[config.mk]
export PLATFORM = sky130hd
export DESIGN_NAME = read_logic
export DESIGN_NICKNAME = d
export VERILOG_FILES = /design/src/rtl/fifo_pkg.sv /design/src/rtl/fifo_ptr_cmp.sv /design/src/rtl/read_logic.sv
export SDC_FILE = /design/constraint.sdc
export NUM_CORES = 1
export LEC_CHECK = 0
export CORE_AREA = 2 2 60 62
export CTS_BUF_LIST = sky130_fd_sc_hd__clkbuf_4
export CTS_CLUSTER_SIZE = 25
export DETAILED_ROUTE_END_ITERATION = 16
export DIE_AREA = 0 0 62 64
export PLACE_DENSITY = 0.79
export SLEW_MARGIN = 20
export SYNTH_ARGS = -nofsm -noshare
export SYNTH_HDL_FRONTEND = slang
export SYNTH_SLANG_ARGS = --single-unit
[constraint.sdc]
create_clock -name clk_in -period 5.24 [get_ports clk_in]
set_input_delay 1.572 -clock clk_in [delete_from_list [all_inputs] [get_ports clk_in]]
set_output_delay 1.572 -clock clk_in [all_outputs]
set_load 0.02 [all_outputs]
[src/rtl/fifo_pkg.sv]
// Shared async-FIFO definitions: FSM state encodings, pointer width helper, default sizes.
package fifo_pkg;

  localparam int unsigned DEFAULT_DEPTH = 7;
  localparam int unsigned DEFAULT_WIDTH = 8;

  typedef enum logic [1:0] {
    IDLE   = 2'b00,
    ACTIVE = 2'b01,
    HOLD   = 2'b11
  } fifo_state_e;

  // Pointers carry one extra wrap bit beyond the address.
  function automatic int unsigned ptr_width(input int unsigned depth);
    return depth + 1;
  endfunction

endpackage

[src/rtl/fifo_ptr_cmp.sv]
// Pointer comparator: empty/full match and occupancy difference against a synchronised pointer.
module fifo_ptr_cmp
  import fifo_pkg::*;
#(
  parameter int unsigned PW = ptr_width(DEFAULT_DEPTH)
) (
  input  logic [PW-1:0] ptr_i,
  input  logic [PW-1:0] sync_ptr_i,
  output logic          match_c_o,
  output logic [PW-1:0] diff_c_o
);

  assign match_c_o = (ptr_i == sync_ptr_i);
  assign diff_c_o  = sync_ptr_i - ptr_i;

endmodule

[src/rtl/read_logic.sv]
// Read-side pointer/flag controller of the async FIFO (read clock domain).
// Optional almost_empty output is compiled in with READ_ALMOST_EMPTY_EN.
module read_logic
  import fifo_pkg::*;
#(
  parameter int unsigned depth    = DEFAULT_DEPTH,
  parameter int unsigned width    = DEFAULT_WIDTH,
  parameter int unsigned ae_level = 4
) (
  input  logic                        clk_in,
  input  logic                        reset,
  input  logic                        remove,
  input  logic                        flush,
  input  logic [ptr_width(depth)-1:0] w2rsync_ff2,
  output logic [depth-1:0]            read_addr,
  output logic [ptr_width(depth)-1:0] rptr,
  output logic                        read_enable,
  output logic                        rd_valid,
  output logic                        empty,
  output logic                        underflow,
  output logic [ptr_width(depth)-1:0] rcount
`ifdef READ_ALMOST_EMPTY_EN
  ,
  output logic                        almost_empty
`endif
);

  localparam int unsigned PW = ptr_width(depth);

  // Elaboration-time guard against inconsistent sizing.
  if (width == 0 || ae_level > (1 << depth)) begin : g_param_err
    $error("read_logic: invalid width or ae_level");
  end

  fifo_state_e     state_q, state_d;
  logic [PW-1:0]   rptr_q, rptr_d;
  logic [depth-1:0] read_addr_q, read_addr_d;
  logic            read_enable_q, read_enable_d;
  logic            rd_valid_q;
  logic            empty_q, empty_d;
  logic            underflow_q, underflow_d;
  logic [PW-1:0]   rcount_q, rcount_d;
  logic            is_empty_c;
  logic            pop_c;
  logic [PW-1:0]   occ_c;

  fifo_ptr_cmp #(.PW(PW)) u_cmp (
    .ptr_i      (rptr_q),
    .sync_ptr_i (w2rsync_ff2),
    .match_c_o  (is_empty_c),
    .diff_c_o   (occ_c)
  );

  always_comb begin
    state_d       = state_q;
    rptr_d        = rptr_q;
    read_addr_d   = read_addr_q;
    read_enable_d = 1'b0;
    underflow_d   = 1'b0;
    pop_c         = 1'b0;
    case (state_q)
      IDLE: begin
        if (remove) state_d = ACTIVE;
      end
      ACTIVE: begin
        if (!remove) begin
          state_d = HOLD;
        end else if (!is_empty_c) begin
          pop_c         = 1'b1;
          read_addr_d   = rptr_q[depth-1:0];
          read_enable_d = 1'b1;
          rptr_d        = rptr_q + PW'(1);
        end else begin
          underflow_d = 1'b1;
        end
      end
      HOLD: begin
        if (remove) state_d = ACTIVE;
      end
      default: state_d = IDLE;
    endcase
    // Flags look at the pointer after this cycle's pop.
    rcount_d = occ_c - PW'(pop_c);
    empty_d  = (rcount_d == '0);
  end

  always_ff @(posedge clk_in) begin
    if (reset || flush) begin
      state_q       <= IDLE;
      rptr_q        <= '0;
      read_addr_q   <= '0;
      read_enable_q <= 1'b0;
      rd_valid_q    <= 1'b0;
      empty_q       <= 1'b1;
      underflow_q   <= 1'b0;
      rcount_q      <= '0;
    end else begin
      state_q       <= state_d;
      rptr_q        <= rptr_d;
      read_addr_q   <= read_addr_d;
      read_enable_q <= read_enable_d;
      rd_valid_q    <= read_enable_q;
      empty_q       <= empty_d;
      underflow_q   <= underflow_d;
      rcount_q      <= rcount_d;
    end
  end

`ifdef READ_ALMOST_EMPTY_EN
  logic almost_empty_q;

  always_ff @(posedge clk_in) begin
    if (reset || flush) begin
      almost_empty_q <= 1'b1;
    end else begin
      almost_empty_q <= (rcount_d <= PW'(ae_level));
    end
  end

  assign almost_empty = almost_empty_q;
`endif

  assign read_addr   = read_addr_q;
  assign rptr        = rptr_q;
  assign read_enable = read_enable_q;
  assign rd_valid    = rd_valid_q;
  assign empty       = empty_q;
  assign underflow   = underflow_q;
  assign rcount      = rcount_q;

endmodule

==> impl_results.md <==
* Main combinational cell family by area after synthesis: adder cells
* Post-synth top flop: dfxtp_1
* #FFs+latches synth at 29
* First-pass GRT wire length at approximately 5700 um
* Area share of the largest cell type after synthesis at between 30% and 40%
* Slew headroom at between 60 and 70%
* Outcome: finished, final reports clean
* Starting Density at ~50%
* R2R setup slack at between 1500 and 2000 ps
* Hold Crit Class: flip-flop to flip-flop
* Worst slew pin tran at just over 500 ps
* Clock Latency Late Sink at approximately 350 ps
* Xor and xnor area share after synthesis at 9.20%
* RSZ-0062 raised after global routing: false
* Number of synthesized flops with an enable pin at 0
* N_diodes at 0
* Clk sinks at 29
* Largest net degree at the start of global routing at 21
* Fin. Hold Viols at 0
* Element type at the critical path start: input port
* Vias at between 1000 and 1500
* Final Max Tran Viols at 0
* VDD IR max at 0.000121 V
* Final setup viols at 0
* Leakage at about 0.0009 uW
* Postcts setup bufs at 0
* Fin crit share at ~94%
* Hold_sp: read_enable$_SDFF_PP0_
* Die width at between 60 and 70 um
* Core Box Area at 3280 sq um
* Syn nets at 202
* Synth area leader: dfxtp_1
* Arrival @ worst endpoint at between 5000 and 6000 ps
* CTS tree: built
* Avg WL per Cell at around 13 um
* Vias in the first global route at about 1300
* Reg2Reg Depth at 10
* Mux share of post-synthesis cell area at about 5.6%
* Fillers at around 300
* Pwr per Cell Area at roughly 200 nW/um^2
* Clock transition at path regs at 90 ps
* Total CTS buffers at 5
* Worst setup EP type: flip-flop
* Antenna violations before repair at 0
* Port Buffer Count at 38
* Register area share after synthesis at a little over a third
* CTS Hold Bufs at 0
* Critical path peak fanout at 4
* Worst Hold End: rd_valid$_SDFF_PP0_
* DR DRC count at 0
* Dpl cell area at between 2000 and 2500 sq um
* Routability cong. at just under 0.9
* Routing usage on met3 at between 7 and 8%
* Cell variety after synth at 36
* Avg Inst Size Synth at roughly 9.3 sq um
* Final wirelength at roughly 3500 um
* Layout Skew at around 9.2 ps
* Die height at about 64 um
* Synthesized netlist cell count at between 150 and 200
* Congestion Overflow GR at 0
* Simple-Gate Fraction of Synth Area at roughly 15%
* GRT Overall Usage at 19.7%
* Row cnt at 21
* FF-to-FF Start: rptr[2]$_SDFFE_PP0P_
* Pre-Repair DR Iteration Count at 4
* Post-layout min period at approximately 4900 ps
* Grt met1 use at approximately a fifth
* CTS max path bufs at 2
* Post-cts repair resize count at 0
* Worst hold margin at about 460 ps
* Clk Tree Root Cell: clkbuf_4
* Post-DP HPWL at between 2000 and 3000 um
* Met2 GRT Util at between 30 and 40%
* Async set-reset flop share out of synthesis at 0%
* Vias/cell at around 5.1
* Synth warn at 0
* Final net count at 245
* Cell depth of the worst min-delay path at 1
* MaxCap Viol Count at 0
* H-tree depth at 2
* Fraction of the mapped netlist area in compound gates at between 10% and 20%
* Synth Area in Adders at between 10 and 15%
* Die area at 3970 sq um
* CP required at about 5500 ps
* I/O pin count at 39
* Top cells by area, synth: dfxtp_1, ha_1, mux2i_1
* Fin area at roughly 2100 sq um
* R2R Path End: empty$_SDFF_PP1_
* Share of layout cells above drive strength 1 at under 10%
* 1st-iter DRT viols at between 40 and 50
* Synth Cell Area at around 1600 sq um
* WS Path Type: input port to flip-flop
* TNS Setup at 0 ps
* Synth-to-layout area growth at 29.9%
* GR peak layer: met2
* Antenna-violating nets left at 0
* Max Fclk at 204 MHz
## worst max-delay path by stage
| stage | start | to | slack, ps |
|---|---|---|---|
| floorplan | w2rsync_ff2[2] | empty$_SDFF_PP1_ | 590 |
| global placement | w2rsync_ff2[2] | empty$_SDFF_PP1_ | 190 |
| detailed placement | w2rsync_ff2[2] | empty$_SDFF_PP1_ | -10 |
| CTS | w2rsync_ff2[2] | empty$_SDFF_PP1_ | 320 |
| global route | w2rsync_ff2[2] | empty$_SDFF_PP1_ | 150 |
| finish | w2rsync_ff2[2] | empty$_SDFF_PP1_ | 330 |
## through the flow
step	total power, uW	worst slack, ps	util [%]	cells
3_5_place_dp	301	-11.8	61.9	254
6_report	426	327	63.4	262
4_1_cts	428	322	63.4	262
3_3_place_gp	298	186	61.9	254
2_1_floorplan	275	590	-	172
5_1_grt	447	149	63.4	262
## layer usage
layer | wire length (um) | part of all wire (%)
met4 | 59 | 1.7
met3 | 212 | 6.0
met5 | 0 | 0
met1 | 1400 | 40
met2 | 1830 | 52
## cells by family after synthesis
family | after synthesis
compound gates | 25
flops | 29
buf+inv | 27
fa+ha+maj | 18
mux | 9
simple gates | 48
xor+xnor | 16
## cell usage after synthesis, types with 4 or more instances
master,instances
ha_1,16
o2111ai_1,4
xnor2_1,5
nor2_1,22
xor2_1,10
inv_1,21
mux2i_1,9
a21oi_1,5
dfxtp_1,29
and2_1,10
## registers in the layout, summed over array words and instances (netlist names)
signal and count:
rcount 8, rptr 8, read_addr 7, state_q 2, empty 1, rd_valid 1
read_enable 1, underflow 1
## worst max-delay path, stage by stage
cell	delay [ps]
clkdlybuf4s50_1	450
inv_1	40
ha_1	340
nand4_1	130
or4_1	610
o21ai_4	180
fa_1	450
ha_1	300
xor2_1	170
a2111oi_0	430
o211ai_1	160
o41ai_1	340
## final cells by class
class / instances / area, sq um / area share [%]
clock buffer: 5 / 37.5 / 1.80
clock inverter: 3 / 12.5 / 0.601
inverter: 22 / 82.6 / 3.96
multi-input combinational: 116 / 910 / 43.7
sequential: 29 / 581 / 27.9
tap: 46 / 57.6 / 2.76
timing repair buffer: 41 / 403 / 19.3
## layout by cell type, fill, tap and decap left out, drive strengths merged, types with 3 or more instances in the layout
cell           netlist  final
or3                  3      3
nand2                3      3
a21oi                5      5
clkinv               0      3
xnor2                5      5
inv                 22     22
xor2                11     11
nor2                22     22
buf                  2      3
o21ai                4      4
o2111ai              4      4
o211ai               4      4
clkdlybuf4s50        0     38
ha                  16     16
mux2i                9      9
dfxtp               29     29
and2                10     10
clkbuf               3      5
## power by group
part	leakage, uW	switching (uW)	internal, uW
sequential	0.000235	2.14	225
combinational	0.000614	36.2	32.8
clock	0.0000300	81.2	48.3
(Power assumes the default switching activity.)
